**src/rtl/imem_fetch_ctrl_if.sv**
```systemverilog
// imem_fetch_ctrl_if
// Bundles every signal of the fetch controller apart from clk/reset:
//   - boot/host byte stream: load_start, load_count, load_valid, load_byte,
//     load_ready, load_done
//   - datapath control: start, stall, branch_taken, branch_target, halt,
//     running
//   - instruction memory port: pc_5bits, memRead, imem_we, imem_waddr,
//     imem_wdata
// The master modport is taken by the fetch controller (it owns the memory
// port). The slave modport is the view of the surrounding host/datapath.
interface imem_fetch_ctrl_if #(
  parameter int ADDR_W = 5
);
  logic              load_start;
  logic [ADDR_W:0]   load_count;
  logic              load_valid;
  logic [7:0]        load_byte;
  logic              load_ready;
  logic              load_done;

  logic              start;
  logic              stall;
  logic              branch_taken;
  logic [ADDR_W-1:0] branch_target;
  logic              halt;
  logic              running;

  logic [ADDR_W-1:0] pc_5bits;
  logic              memRead;
  logic              imem_we;
  logic [ADDR_W-1:0] imem_waddr;
  logic [31:0]       imem_wdata;

  modport master (
    input  load_start, load_count, load_valid, load_byte,
    input  start, stall, branch_taken, branch_target, halt,
    output load_ready, load_done, running,
    output pc_5bits, memRead, imem_we, imem_waddr, imem_wdata
  );

  modport slave (
    output load_start, load_count, load_valid, load_byte,
    output start, stall, branch_taken, branch_target, halt,
    input  load_ready, load_done, running,
    input  pc_5bits, memRead, imem_we, imem_waddr, imem_wdata
  );
endinterface

```
**src/rtl/imem_fetch_ctrl.sv**
```systemverilog
// imem_fetch_ctrl
// Sequencer and sole owner of the 32-word instruction memory ports. It first
// assembles a program from a big-endian byte stream and writes it word by
// word, then runs fetch by driving the word PC and the memRead enable while
// honouring halt > stall > branch > increment from the datapath.
// Ports:
//   clk    - system clock, rising edge
//   reset  - synchronous, active-high, returns to IDLE
//   bus    - imem_fetch_ctrl_if.master (byte stream, datapath control and
//            instruction memory write/read port)
// Every output is a flop; the combinational processes compute next values.
module imem_fetch_ctrl #(
  parameter int ADDR_W = 5,
  parameter int DEPTH  = 32
) (
  input  logic              clk,
  input  logic              reset,
  imem_fetch_ctrl_if.master bus
);

  localparam int CNT_W = ADDR_W + 1;

  typedef enum logic [1:0] {IDLE, LOAD, RUN, HALT} state_t;

  state_t            state_q, state_d;
  logic [ADDR_W-1:0] pc_q, pc_d;
  logic [ADDR_W-1:0] waddr_q, waddr_d;
  logic [31:0]       wdata_q, wdata_d;
  logic              we_q, we_d;
  logic              done_q, done_d;
  logic              ready_q;
  logic              run_q;
  logic [23:0]       asm_q, asm_d;
  logic [1:0]        byte_q, byte_d;
  logic [CNT_W-1:0]  word_q, word_d;
  logic [CNT_W-1:0]  count_q, count_d;

  logic              accept;
  logic              last_word;
  logic [31:0]       full_word;
  logic [CNT_W-1:0]  clamped_count;

  // ready_q is only ever high while in LOAD, so it doubles as the state gate.
  assign accept    = ready_q & bus.load_valid;
  assign last_word = (word_q == count_q - CNT_W'(1));
  // Only three bytes are stored; the fourth goes straight into the write data.
  assign full_word = {asm_q, bus.load_byte};
  // A count of 0 or anything past the memory size means a full-memory load.
  assign clamped_count = (bus.load_count == '0 || bus.load_count > CNT_W'(DEPTH))
                         ? CNT_W'(DEPTH) : bus.load_count;

  // State register plus all registered outputs and load counters.
  always_ff @(posedge clk) begin
    if (reset) begin
      state_q <= IDLE;
      pc_q    <= '0;
      waddr_q <= '0;
      wdata_q <= '0;
      we_q    <= 1'b0;
      done_q  <= 1'b0;
      ready_q <= 1'b0;
      run_q   <= 1'b0;
      asm_q   <= '0;
      byte_q  <= '0;
      word_q  <= '0;
      count_q <= '0;
    end else begin
      state_q <= state_d;
      pc_q    <= pc_d;
      waddr_q <= waddr_d;
      wdata_q <= wdata_d;
      we_q    <= we_d;
      done_q  <= done_d;
      ready_q <= (state_d == LOAD);
      run_q   <= (state_d == RUN);
      asm_q   <= asm_d;
      byte_q  <= byte_d;
      word_q  <= word_d;
      count_q <= count_d;
    end
  end

  // Next-state logic; a load request beats a simultaneous start.
  always_comb begin
    state_d = state_q;
    case (state_q)
      IDLE, HALT: begin
        if (bus.load_start) state_d = LOAD;
        else if (bus.start) state_d = RUN;
      end
      LOAD: begin
        if (accept && byte_q == 2'd3 && last_word) state_d = IDLE;
      end
      RUN: begin
        if (bus.halt) state_d = HALT;
      end
      default: state_d = IDLE;
    endcase
  end

  // Next values for the PC, the write port and the byte/word counters.
  always_comb begin
    pc_d    = pc_q;
    we_d    = 1'b0;
    waddr_d = waddr_q;
    wdata_d = wdata_q;
    done_d  = 1'b0;
    asm_d   = asm_q;
    byte_d  = byte_q;
    word_d  = word_q;
    count_d = count_q;
    case (state_q)
      IDLE, HALT: begin
        if (bus.load_start) begin
          count_d = clamped_count;
          word_d  = '0;
          byte_d  = '0;
        end else if (bus.start) begin
          pc_d = '0;
        end
      end
      LOAD: begin
        if (accept) begin
          asm_d  = {asm_q[15:0], bus.load_byte};
          byte_d = byte_q + 2'd1;
          if (byte_q == 2'd3) begin
            we_d    = 1'b1;
            waddr_d = word_q[ADDR_W-1:0];
            wdata_d = full_word;
            word_d  = word_q + CNT_W'(1);
            done_d  = last_word;
          end
        end
      end
      RUN: begin
        // A branch arriving with a stall is dropped; the datapath repeats it.
        if (!bus.halt && !bus.stall) begin
          pc_d = bus.branch_taken ? bus.branch_target : pc_q + ADDR_W'(1);
        end
      end
      default: ;
    endcase
  end

  assign bus.pc_5bits   = pc_q;
  assign bus.memRead    = run_q;
  assign bus.running    = run_q;
  assign bus.imem_we    = we_q;
  assign bus.imem_waddr = waddr_q;
  assign bus.imem_wdata = wdata_q;
  assign bus.load_ready = ready_q;
  assign bus.load_done  = done_q;

endmodule

```
**src/flat_wrapper.sv**
```systemverilog
// flat-port wrapper written by rule: the top's interface ports become plain ports
module imem_fetch_ctrl_flat 
#(
  parameter int ADDR_W = 5,
  parameter int DEPTH  = 32
)
  (clk, reset, bus_load_start, bus_load_count, bus_load_valid, bus_load_byte, bus_start, bus_stall, bus_branch_taken, bus_branch_target, bus_halt, bus_load_ready, bus_load_done, bus_running, bus_pc_5bits, bus_memRead, bus_imem_we, bus_imem_waddr, bus_imem_wdata);
  imem_fetch_ctrl_if #(.ADDR_W(ADDR_W)) bus_i ();
  input  logic clk;
  input  logic reset;
  input wire logic [$bits(bus_i.load_start)-1:0] bus_load_start;
  input wire logic [$bits(bus_i.load_count)-1:0] bus_load_count;
  input wire logic [$bits(bus_i.load_valid)-1:0] bus_load_valid;
  input wire logic [$bits(bus_i.load_byte)-1:0] bus_load_byte;
  input wire logic [$bits(bus_i.start)-1:0] bus_start;
  input wire logic [$bits(bus_i.stall)-1:0] bus_stall;
  input wire logic [$bits(bus_i.branch_taken)-1:0] bus_branch_taken;
  input wire logic [$bits(bus_i.branch_target)-1:0] bus_branch_target;
  input wire logic [$bits(bus_i.halt)-1:0] bus_halt;
  output wire logic [$bits(bus_i.load_ready)-1:0] bus_load_ready;
  output wire logic [$bits(bus_i.load_done)-1:0] bus_load_done;
  output wire logic [$bits(bus_i.running)-1:0] bus_running;
  output wire logic [$bits(bus_i.pc_5bits)-1:0] bus_pc_5bits;
  output wire logic [$bits(bus_i.memRead)-1:0] bus_memRead;
  output wire logic [$bits(bus_i.imem_we)-1:0] bus_imem_we;
  output wire logic [$bits(bus_i.imem_waddr)-1:0] bus_imem_waddr;
  output wire logic [$bits(bus_i.imem_wdata)-1:0] bus_imem_wdata;
  assign bus_i.load_start = bus_load_start;
  assign bus_i.load_count = bus_load_count;
  assign bus_i.load_valid = bus_load_valid;
  assign bus_i.load_byte = bus_load_byte;
  assign bus_i.start = bus_start;
  assign bus_i.stall = bus_stall;
  assign bus_i.branch_taken = bus_branch_taken;
  assign bus_i.branch_target = bus_branch_target;
  assign bus_i.halt = bus_halt;
  assign bus_load_ready = bus_i.load_ready;
  assign bus_load_done = bus_i.load_done;
  assign bus_running = bus_i.running;
  assign bus_pc_5bits = bus_i.pc_5bits;
  assign bus_memRead = bus_i.memRead;
  assign bus_imem_we = bus_i.imem_we;
  assign bus_imem_waddr = bus_i.imem_waddr;
  assign bus_imem_wdata = bus_i.imem_wdata;
  imem_fetch_ctrl #(.ADDR_W(ADDR_W), .DEPTH(DEPTH)) u_core (.clk(clk), .reset(reset), .bus(bus_i));
endmodule
```
**config.mk**
```make
export PLATFORM = sky130hd
export DESIGN_NAME = imem_fetch_ctrl_flat
export DESIGN_NICKNAME = d
export VERILOG_FILES = /design/src/rtl/imem_fetch_ctrl_if.sv /design/src/rtl/imem_fetch_ctrl.sv /design/src/flat_wrapper.sv
export SDC_FILE = /design/constraint.sdc
export NUM_CORES = 1
export LEC_CHECK = 0
export ABC_CLOCK_PERIOD_IN_PS = 2200
export CORE_UTILIZATION = 40
export DETAILED_ROUTE_END_ITERATION = 7
export GPL_TIMING_DRIVEN = 0
export PLACE_DENSITY = 0.63
export SYNTH_ARGS = -nofsm -noshare
export SYNTH_HDL_FRONTEND = slang
export SYNTH_SLANG_ARGS = --single-unit
```
**constraint.sdc**
```tcl
create_clock -name clk -period 2.2 [get_ports clk]
set_input_delay 0.66 -clock clk [delete_from_list [all_inputs] [get_ports clk]]
set_output_delay 0.66 -clock clk [all_outputs]
set_load 0.02 [all_outputs]
```
Word level (Yosys, flattened, before mapping)
Cells that the tools add are included.
{ "classes": {"n_eq_ne": 13, "n_div": 0, "n_shift": 0, "order_cmp": 1, "reduce_logical": 19, "add_sub_neg": 4, "bitwise_logic": 4, "n_mul": 0, "mux": 19} }
{ "ops": {"columns": ["operator", "n"], "rows": [
  ["$mux W6", 4],
  ["$mux W5", 4],
  ["$mux W2", 6],
  ["$pmux W6 S2", 1],
  ["$pmux W5 S2", 1],
  ["$eq A2 B2 Y1 const B", 4],
  ["$reduce_and A4 Y1", 2],
  ["$add A6 B1 Y6 const B", 1],
  ["$eq A6 B6 Y1", 1],
  ["$gt A6 B6 Y1 const B", 1],
  ["$logic_not A6 Y1", 1],
  ["$ne A2 B1 Y1 const B", 3],
  ["$ne A2 B2 Y1 const B", 3],
  ["$pmux W2 S3", 1],
  ["$reduce_and A3 Y1", 2],
  ["$sub A6 B1 Y6 const B", 1],
  ["$add A5 B1 Y5 const B", 1],
  ["$eq A2 B1 Y1 const B", 2],
  ["$pmux W2 S2", 1],
  ["$reduce_and A2 Y1", 2],
  ["$reduce_bool A2 Y1", 2],
  ["$reduce_or A4 Y1", 1],
  ["$logic_and A1 B1 Y1", 3],
  ["$not A1 Y1", 3],
  ["other kinds (8)", 9]
]} }
{ "word_totals": {"latch_bits": 0, "output_inout_bits": 47, "mem_bits_rw": 0, "n_memories": 0, "in_bits": 27, "elab_cells": 72, "ff_bits": 86, "mem_bits_ro": 0} }

Logic depth before layout (Yosys ltp)
Gate-level depths: netlist of run 1.
{ "depth": {"word_depth": 6, "mapped_depth": 9, "mapped_depth_nobuf": 7} }

Worst setup path after synthesis of run 1
Ideal clock, no wire load.
{ "synth_timing": {"kind": "register to register", "start": "register u_core.state_q[0]", "end": "register u_core.pc_q[2] (netlist: u_core.bus.pc_5bits[2])", "n_path_buf": 1, "path_stages_with_launch": 9, "setup_time_ns": 0.128, "synth_period_minus_slack_ns": 1.667, "required_ns": 2.072, "arrival_ns": 1.539, "path_slack_ns": 0.533, "cell_sequence": "dfxtp_1 > inv_1 > ha_1 > buf_4 > nor2_1 > a211oi_4 > o21ai_0 > a32oi_1 > nor2_1"} }
{ "synth_via": {"elab_chain_len": 4, "elab_cells_between_ends": 10, "cone_classes": "5 x eq/ne; 1 x mux; 4 x reduce/logical"} }
{ "synth_rtl": {"columns": ["element", "line", "source"], "rows": [
  ["from (decl)", "imem_fetch_ctrl.sv:25", "state_t state_q, state_d;"],
  ["from (signal assigned)", "imem_fetch_ctrl.sv:68", "state_q <= state_d;"],
  ["$eq A2 B2 Y1 / $logic_not A2 Y1 (equally long branches)", "imem_fetch_ctrl.sv:112", "case (state_q)"],
  ["$reduce_or A2 Y1", "imem_fetch_ctrl.sv:112", null],
  ["$ne A2 B2 Y1 (no source line) / $reduce_bool A2 Y1 (equally long branches)", null, null],
  ["$reduce_and A4 Y1 (no source line)", null, null],
  ["to (signal assigned)", "imem_fetch_ctrl.sv:69", "pc_q <= pc_d;"],
  ["to (decl)", "imem_fetch_ctrl.sv:26", "logic [ADDR_W-1:0] pc_q, pc_d;"]
]} }
Several ways; a longest one is shown, not always the timed one.
A chain may end at the register's enable or synchronous reset.

Final worst setup path of run 1
{ "layout_timing": {"start": "register u_core.ready_q (netlist: u_core.bus.load_ready)", "end": "output bus_load_ready"} }
{ "layout_lines": {"columns": ["element", "line", "source"], "rows": [
  ["from (decl)", "imem_fetch_ctrl.sv:31", "logic ready_q;"],
  ["from (signal assigned)", "imem_fetch_ctrl.sv:74", "ready_q <= (state_d == LOAD);"],
  ["to (decl)", "flat_wrapper.sv:20", "output wire logic [$bits(bus_i.load_ready)-1:0] bus_load_ready;"]
]} }
No word-level cell between the ends.

==> results of run 1 <==
[state kept, by name, indices dropped and copies added (netlist names)]
name,count
u_core.bus.load_ready,1
u_core.bus.pc_5bits,5
u_core.bus.imem_we,1
u_core.asm_q,24
u_core.state_q,2
u_core.bus.load_done,1
u_core.word_q,6
u_core.byte_q,2
u_core.bus.memRead,1
u_core.count_q,6
u_core.bus.imem_wdata,32
u_core.bus.imem_waddr,5
[where the power goes]
group	switching, uW	internal (uW)
clock	607	541
combinational	317	226
sequential	44.3	1590
[cell usage in the layout (no fill, tap or decap), drive strengths merged, types with 5 or more instances in the layout]
cell,count
clkbuf,24
o21ai,6
ha,6
nand2,133
nor3,5
a21oi,75
inv,9
nor3b,5
xnor2,5
nor2,25
buf,14
nand3,8
xor2,6
nand2b,8
clkdlybuf4s50,71
dfxtp,86
[how the worst max path moves through the flow]
stage | startpoint | endpoint | slack (ns)
after floorplan | u_core.state_q[0]$_SDFF_PP0_ | u_core.bus.pc_5bits[2]$_SDFFE_PP0P_ | 0.53
after detailed placement | bus_load_valid | u_core.bus.imem_wdata[15]$_SDFFE_PP0P_ | -0.22
final | u_core.bus.load_ready$_SDFF_PP0_ | bus_load_ready | 0.13
after CTS | u_core.bus.load_ready$_SDFF_PP0_ | bus_load_ready | 0.12
after global routing | bus_load_valid | u_core.bus.imem_wdata[8]$_SDFFE_PP0P_ | 0.003
after global placement | bus_load_valid | u_core.bus.imem_wdata[18]$_SDFFE_PP0P_ | -0.21
[area by class of cell]
class                      instances  area [sq um]
buffer                            29           135
tap                              105           131
clock inverter                     7          80.1
multi-input combinational        317          1630
inverter                           6          22.5
timing repair buffer              71           711
fill                             812          3790
clock buffer                       9           124
sequential                        86          1720
[kinds of logic (layout without fill, tap and decap cells)]
family,after synthesis,in the layout,synth area share (%)
mux,2,2,0.607
xor+xnor,11,11,2.75
simple gates,196,196,23.6
buf+inv,35,122,4.43
fa+ha+maj,6,6,2.14
flops,86,86,49.1
compound gates,102,102,17.4
[worst reg2reg max path, stage by stage (launching register included)]
cell and delay (ns):
dfxtp_1 0.39, inv_1 0.06, ha_1 0.27, buf_4 0.16, nor2b_1 0.38, nor2_1 0.09
o21ai_0 0.34, a21oi_1 0.11
[metrics by stage]
step                hold WS (ns)  area [sq um]  setup TNS [ns]
detailed placement         0.446          4350           -6.64
global placement           0.443          4350           -6.40
CTS                        0.456          4550               0
global route               0.475          4550               0
floorplan                  0.432          3500               0
finish                     0.457          4550               0
[layer usage]
layer  global-route usage, %  wire length (um)  up-vias
met1                    26.7              4020     1433
met2                    29.9              3610       84
met3                    3.75               504        8
met4                    7.09                79        0
met5                       0                 0        -
li1                        -                 -     1618
==> impl_metrics.toml, run 1 <==
[critical_path]
critPathKind = "register to primary output"
endpoint_kind = "primary output"
reg2reg_from = "u_core.state_q[0]$_SDFF_PP0_"
cpLargestDelayFamily = "buffers and inverters"
timing.critical_path.buf_inv = 1
cpPeakStageDelay_ns = 0.64
r2r-end = "u_core.state_q[0]$_SDFF_PP0_"
crit_slowest_cell = "clkdlybuf4s50_1"
crit_arrival_ns = 1.41
rrSetupSlack_ns = 0.27
start_kind = "register"
crit_chain = "clkdlybuf4s50_1"
crit_cells = 1
required_ns = 1.54
r2r_cells = 7
crit_fanout = 5

[pwr]
ir_drop_uv = 362
p_leak_uw = 0.00154
design_power_total_uw = 3330
powerDensity_nw_per_um2 = 731

[timing]
worst_slew_pin_slew_ns = 0.615
hold_violations = 0
skew_ns = 0.00669
layout_setup_ws_ns = 0.132
post-route-period-util_pct = 94.0
relSlewSlack_pct = 59.0
setup_violations = 0
maxSlewViolCount = 0
fin_crit_ns = 2.07
fmax_mhz = 484
rsz0062_at_grt = "false"

[floorplanning]
dieArea_sq_um = 9140
pin_count = 74
rows = 33
fp.dieW_um = 95.6
core-area_sq_um = 8340
start_util_pct = 42.0
die_h_um = 95.6

[clock_network]
cts_max_level = 3
clock_tree.root_cell = "clkbuf_8"
cts_setup_buffers = 0
cts_hold_buf = 0
clk_latency_ns = 0.36
cts_resized = 0
clk_pin_slew_ns = 0.09
cts_max_path_buffers = 2
cts_made_buffers = 9
numClockSinks = 86
cts_tree = "done"

[cells_and_area]
drive_gt1_share_pct = 6.86
final_cells = 630
final_net_count = 553
syn2layout_area_growth_pct = 29.9
diodes = 0
utilization_pct = 54.6

[synthesis]
synthArstFlopShare_pct = 0
synthFlopType = "dfxtp_1"
ys_seq_area_share_pct = 49.1
synth-warning-count = 0
synth_common_cells = "nand2_1, dfxtp_1, a21oi_1"
netlist_instances = 438
synth_nets = 471
synth.avg_cell_area_sq_um = 8.00
post-synth-top-count-cell = "nand2_1"
ys_types = 47
netlist_area_sq_um = 3500
yosys.area.top_type_share_pct = 49.1
ys_top_cells_by_area = "dfxtp_1, nand2_1, a21oi_1"
ys_ff_latch = 86
synth-edff-count = 0
synth_top_area_cell = "dfxtp_1"

[hold_path]
hold_class = "register to register"
hold_end = "u_core.bus.imem_wdata[26]$_SDFFE_PP0P_"
whs_path_depth = 2
min_from = "u_core.bus.imem_wdata[26]$_SDFFE_PP0P_"

[route]
drt_iter0_markers = 87
dr.pass1.iters = 4
wl_per_cell_um = 13.0
drc = 0
routed_wl_um = 8210
via_per_inst = 4.99
vias = 3143
drtAntennaViolNets = 0

[grt]
antenna_found_initial = 0
grt_pass1_wl_um = 13700
grt_usage_pct = 19.4
grt_max_degree = 17
grt_overflow = 0
grt_pass1_vias = 2917

[run]
maxCapViolCount = 0

[status]
status = "completed"

[placement]
place.gp.congestion = 0.848
port_buffers = 71
place_inst = 614
pre_cts_ws_ns = -0.215
hpwl_um = 5900
Power figures use the tool's default switching activity.
==> run 2: changes to the inputs <==
ABC_CLOCK_PERIOD_IN_PS = 1800   (was 2200)
PLACE_DENSITY = 0.66   (was 0.63)
clock period = 1.8 ns   (was 2.2 ns; I/O delays follow)
==> run 2 against run 1 <==
Net effect: register-to-register slack worse by 0.21 ns; sequential power up 23%; total power up 29%; core utilization up 1.1 points; clock skew about the same; cell count up 0.32%; critical path depth up 6; first-iteration DRC count up 40%; combinational power up 44%; sequential share of layout area down 0.57 points; routed wire length up 3.0%; design area up 2.0%; largest power group unchanged.
==> impl_metrics.toml, run 2 (synthesis results as in run 1) <==
[status]
status = "completed"

[placement]
placed_area_sq_um = 4350
hpwl_um = 5990
pre_cts_ws_ns = -0.499
place.gp.congestion = 0.816
port_buffers = 71

[floorplanning]
rows = 33
fp.dieW_um = 95.6
pin_count = 74
dieArea_sq_um = 9140
die_h_um = 95.6
core-area_sq_um = 8340
start_util_pct = 42.0

[route]
vias = 3179
drc = 0
routed_wl_um = 8460
via_per_inst = 5.03
drtAntennaViolNets = 0
drt_iter0_markers = 122
dr.pass1.iters = 4
wl_per_cell_um = 13.4

[timing]
rsz0062_at_grt = "true"
post-route-period-util_pct = 96.4
fmax_mhz = 576
skew_ns = 0.00685
relSlewSlack_pct = 65.1
layout_setup_ws_ns = 0.0643
fin_crit_ns = 1.74
maxSlewViolCount = 0
worst_slew_pin_slew_ns = 0.524
hold_violations = 0
setup_violations = 0

[cells_and_area]
syn2layout_area_growth_pct = 32.5
drive_gt1_share_pct = 10.4
final_net_count = 556
diodes = 0
final_cell_mix = "nand2_1, dfxtp_1, a21oi_1, dlygate4sd2_1, nor2_1"
fin_area_sq_um = 4640
largest_register_ffs = 32
utilization_pct = 55.7
final_common_cell = "nand2_1"

[clock_network]
clk_pin_slew_ns = 0.09
cts_tree = "done"
cts_max_level = 3
numClockSinks = 86
cts_made_buffers = 9
clock_tree.root_cell = "clkbuf_8"
clk_latency_ns = 0.36
cts_hold_buf = 0
cts_max_path_buffers = 2

[grt]
grt_overflow = 0
grt_max_degree = 16
grt_pass1_wl_um = 13500
grt_pass1_vias = 2888
antenna_found_initial = 0
grt_usage_pct = 19.1

[hold_path]
hold_class = "register to register"

[run]
maxCapViolCount = 0

[critical_path]
crit_slowest_cell = "dfxtp_2"
cpLargestDelayFamily = "compound AO/OA/AOI/OAI gates"
crit_arrival_ns = 1.96
start_kind = "register"
timing.critical_path.buf_inv = 1
endpoint_kind = "register"
critPathKind = "register to register"
required_ns = 2.03
cpPeakStageDelay_ns = 0.38
crit_fanout = 5
crit_chain = "inv_1 -> ha_1 -> o21ba_2 -> a221oi_2 -> a41oi_2 -> o21ai_2 -> a21oi_1"

[pwr]
design_power_total_uw = 4290
p_leak_uw = 0.00184
ir_drop_uv = 382
powerDensity_nw_per_um2 = 925
run 2: cell types whose count changed in the layout (fill, tap and decap cells not counted), sizes merged:
cell	before	now
clkbuf	24	23
inv	9	8
dlymetal6s2s	0	2
buf	14	18
dlygate4sd2	0	47
bufinv	1	2
clkdlybuf4s50	71	22
clkinv	2	1
run 2: area by class of cell:
type                            instances  area [sq um]
Buffer                                 28           178
Clock buffer                            9           124
Clock inverter                          6          93.8
Fill cell                             827          3700
Inverter                                6          22.5
Multi-Input combinational cell        317          1680
Sequential cell                        86          1730
Tap cell                              105           131
Timing Repair Buffer                   75           684
run 2: stage by stage:
step	setup TNS, ns	instances	hold WS [ns]
6_report	0	632	0.454
2_1_floorplan	0	438	0.432
3_3_place_gp	-26.41	614	0.442
5_1_grt	-0.0421	632	0.471
3_5_place_dp	-28.37	614	0.447
4_1_cts	0	632	0.459
run 2: where the power goes:
part / switching [uW] / internal (uW)
Clock: 714 / 786
Sequential: 58.4 / 1950
Combinational: 426 / 353
Total: 1200 / 3090
run 2: path summary, 6_finish.rpt:
check                                           endpoint  cells after the start  slack, ns                                    from
hold / removal    u_core.bus.imem_wdata[29]$_SDFFE_PP0P_                      2       0.45  u_core.bus.imem_wdata[29]$_SDFFE_PP0P_
hold reg to reg   u_core.bus.imem_wdata[29]$_SDFFE_PP0P_                      2       0.45  u_core.bus.imem_wdata[29]$_SDFFE_PP0P_
setup reg to reg            u_core.state_q[0]$_SDFF_PP0_                      7       0.06          u_core.count_q[0]$_SDFFE_PP0P_
setup / recovery            u_core.state_q[0]$_SDFF_PP0_                      7       0.06          u_core.count_q[0]$_SDFFE_PP0P_
run 2: worst reg2reg max path, cell delays in order, from the launching register on:
cell and delay (ns):
dfxtp_2 0.38, inv_1 0.06, ha_1 0.25, o21ba_2 0.23, a221oi_2 0.32, a41oi_2 0.08
o21ai_2 0.20, a21oi_1 0.09
run 2: what timing repair did:
action,4_1_cts,5_1_grt
buffers inserted,3,0
gates cloned,0,1
pin swaps,1,6
gates resized for setup,59,31
setup endpoints to repair,92,72
run 2: metal layers:
layer | vias to the layer above | track usage (%) | share of wire [%]
met2 | 65 | 31.1 | 45
li1 | 1628 | - | -
met4 | 0 | 7.84 | 1.7
met5 | - | 0 | 0
met1 | 1476 | 25.3 | 48
met3 | 10 | 2.95 | 4.4
==> run 3: changes to the inputs <==
CELL_PAD_IN_SITES_DETAIL_PLACEMENT = 0   (was not set)
CELL_PAD_IN_SITES_GLOBAL_PLACEMENT = 1   (was not set)
CORE_UTILIZATION = 33   (was 40)
PLACE_DENSITY = 0.73   (was 0.66)
==> run 3 against run 2 <==
Net effect: core utilization decreased by 10 points; first-iteration DRC count fell by 4.9%; flip-flop and latch count stayed put; sequential share of layout area fell by 0.20 points.
==> impl_metrics.toml, run 3 (synthesis results as in run 1) <==
[status]
status = "completed"

[floorplanning]
dieArea_sq_um = 11000
die_h_um = 105
fp.dieW_um = 105
rows = 37
core-area_sq_um = 10300
pin_count = 74
start_util_pct = 33.9

[grt]
antenna_found_initial = 0
grt_overflow = 0
grt_use_met2_pct = 24.6
grt_pass1_vias = 2980
grt_use_met3_pct = 2.81
grt_pass1_wl_um = 14400
grtUsageMet1_pct = 23.1
grt_max_degree = 16
grt_usage_pct = 16.1
busiest_layer = "met2"

[critical_path]
reg2reg_from = "u_core.state_q[0]$_SDFF_PP0_"
critPathLaunch = "u_core.state_q[0]$_SDFF_PP0_"
start_kind = "register"
rrSetupSlack_ns = 0.10
crit_fanout = 8
r2r_cells = 8
r2r-end = "u_core.word_q[5]$_SDFFE_PP0P_"
crit_slowest_cell = "dfxtp_4"
cpPeakStageDelay_ns = 0.37
critPathKind = "register to register"
crit_chain = "inv_2 -> ha_1 -> buf_6 -> mux2i_2 -> a21oi_4 -> nand4_1 -> xor2_1 -> nor2_1"
endpoint_kind = "register"
crit_arrival_ns = 1.94
required_ns = 2.04
crit_end = "u_core.word_q[5]$_SDFFE_PP0P_"

[timing]
worst_slew_pin_slew_ns = 0.524
relSlewSlack_pct = 65.1
rsz0062_at_grt = "true"
skew_ns = 0.0117
maxSlewViolCount = 0
setup_violations = 0
fmax_mhz = 588
hold_violations = 0
fin_crit_ns = 1.70
post-route-period-util_pct = 94.4

[route]
wl_per_cell_um = 12.7
routed_wl_um = 8510
via_per_inst = 4.70
dr.pass1.iters = 4
vias = 3140
drt_iter0_markers = 116
drc = 0
drtAntennaViolNets = 0

[cells_and_area]
final_cells = 668
syn2layout_area_growth_pct = 33.4
final_cell_mix = "nand2_1, dfxtp_1, a21oi_1, dlygate4sd2_1, nor2_1"
diodes = 0
final_net_count = 561
largest_register_ffs = 32
drive_gt1_share_pct = 11.3
final_common_cell = "nand2_1"

[hold_path]
hold_class = "register to register"

[placement]
place_inst = 645
place.gp.congestion = 0.784
port_buffers = 71
hpwl_um = 6080

[clock_network]
clock_tree.root_cell = "clkbuf_8"
cts_tree = "done"
cts_max_path_buffers = 2
clk_latency_ns = 0.35
cts_made_buffers = 9
numClockSinks = 86
clk_pin_slew_ns = 0.09
cts_max_level = 3

[pwr]
p_leak_uw = 0.00185
design_power_total_uw = 4230
ir_drop_uv = 445
powerDensity_nw_per_um2 = 904

[run]
maxCapViolCount = 0
## run 3: final cells by class
cell class,instances,area [sq um]
clock inverters,6,72.6
clock buffers,9,124
inverters,6,22.5
flip-flops and latches,86,1730
repair buffers,79,717
plain buffers,29,165
multi-input cells,317,1670
fillers,1081,5650
well taps,136,170
## run 3: routing by layer
metal,vias up,wire (um)
met5,-,0
met4,0,81
met3,6,335
met2,59,3680
met1,1437,4410
li1,1638,-
## run 3: how the worst min path moves through the flow
stage / end / slack [ns] / cells past startpoint / startpoint
3_3_place_gp: u_core.bus.imem_wdata[31]$_SDFFE_PP0P_ / 0.44 / 2 / u_core.asm_q[23]$_SDFFE_PP0P_
6_report: u_core.bus.imem_wdata[12]$_SDFFE_PP0P_ / 0.45 / 2 / u_core.bus.imem_wdata[12]$_SDFFE_PP0P_
5_1_grt: u_core.bus.imem_wdata[31]$_SDFFE_PP0P_ / 0.47 / 2 / u_core.bus.imem_wdata[31]$_SDFFE_PP0P_
2_1_floorplan: u_core.bus.imem_wdata[30]$_SDFFE_PP0P_ / 0.43 / 2 / u_core.asm_q[22]$_SDFFE_PP0P_
4_1_cts: u_core.bus.imem_wdata[3]$_SDFFE_PP0P_ / 0.46 / 2 / u_core.bus.imem_wdata[3]$_SDFFE_PP0P_
3_5_place_dp: u_core.bus.imem_wdata[12]$_SDFFE_PP0P_ / 0.45 / 2 / u_core.bus.imem_wdata[12]$_SDFFE_PP0P_
## run 3: what timing repair did
action	in CTS	in global routing
endpoints found under the setup margin	95	63
pin swaps	1	7
gates resized for setup	58	32
hold endpoints to repair	0	0
hold buffers	0	0
setup buffers	2	7
## run 3: worst max-delay path: cells and delay by family, from the launching register on
family	cells	cell delay [ns]
AOI/OAI and AO/OA	1	0.21
xor gates and xnor gates	1	0.18
adders and majority gates	1	0.29
buffers and inverters	2	0.18
DFF	1	0.37
muxes	1	0.17
and+or+nand+nor	2	0.19
## run 3: metrics by stage
step / instance area, sq um / TNS, ns / hold slack [ns] / setup slack, ns / utilization, %
2_1_floorplan: 3500 / 0 / 0.432 / 0.133 / -
3_3_place_gp: 4390 / -30.25 / 0.441 / -0.512 / 42.5
3_5_place_dp: 4390 / -31.17 / 0.447 / -0.544 / 42.5
4_1_cts: 4560 / 0 / 0.457 / 0.00133 / 44.1
5_1_grt: 4670 / -0.0762 / 0.469 / -0.0212 / 45.3
6_report: 4670 / 0 / 0.454 / 0.100 / 45.3
## run 3: where the power goes
part	total, uW	switching [uW]	internal [uW]
sequential	2010	56.2	1950
clock	1350	708	646
combinational	862	446	416
total	4230	1210	3020
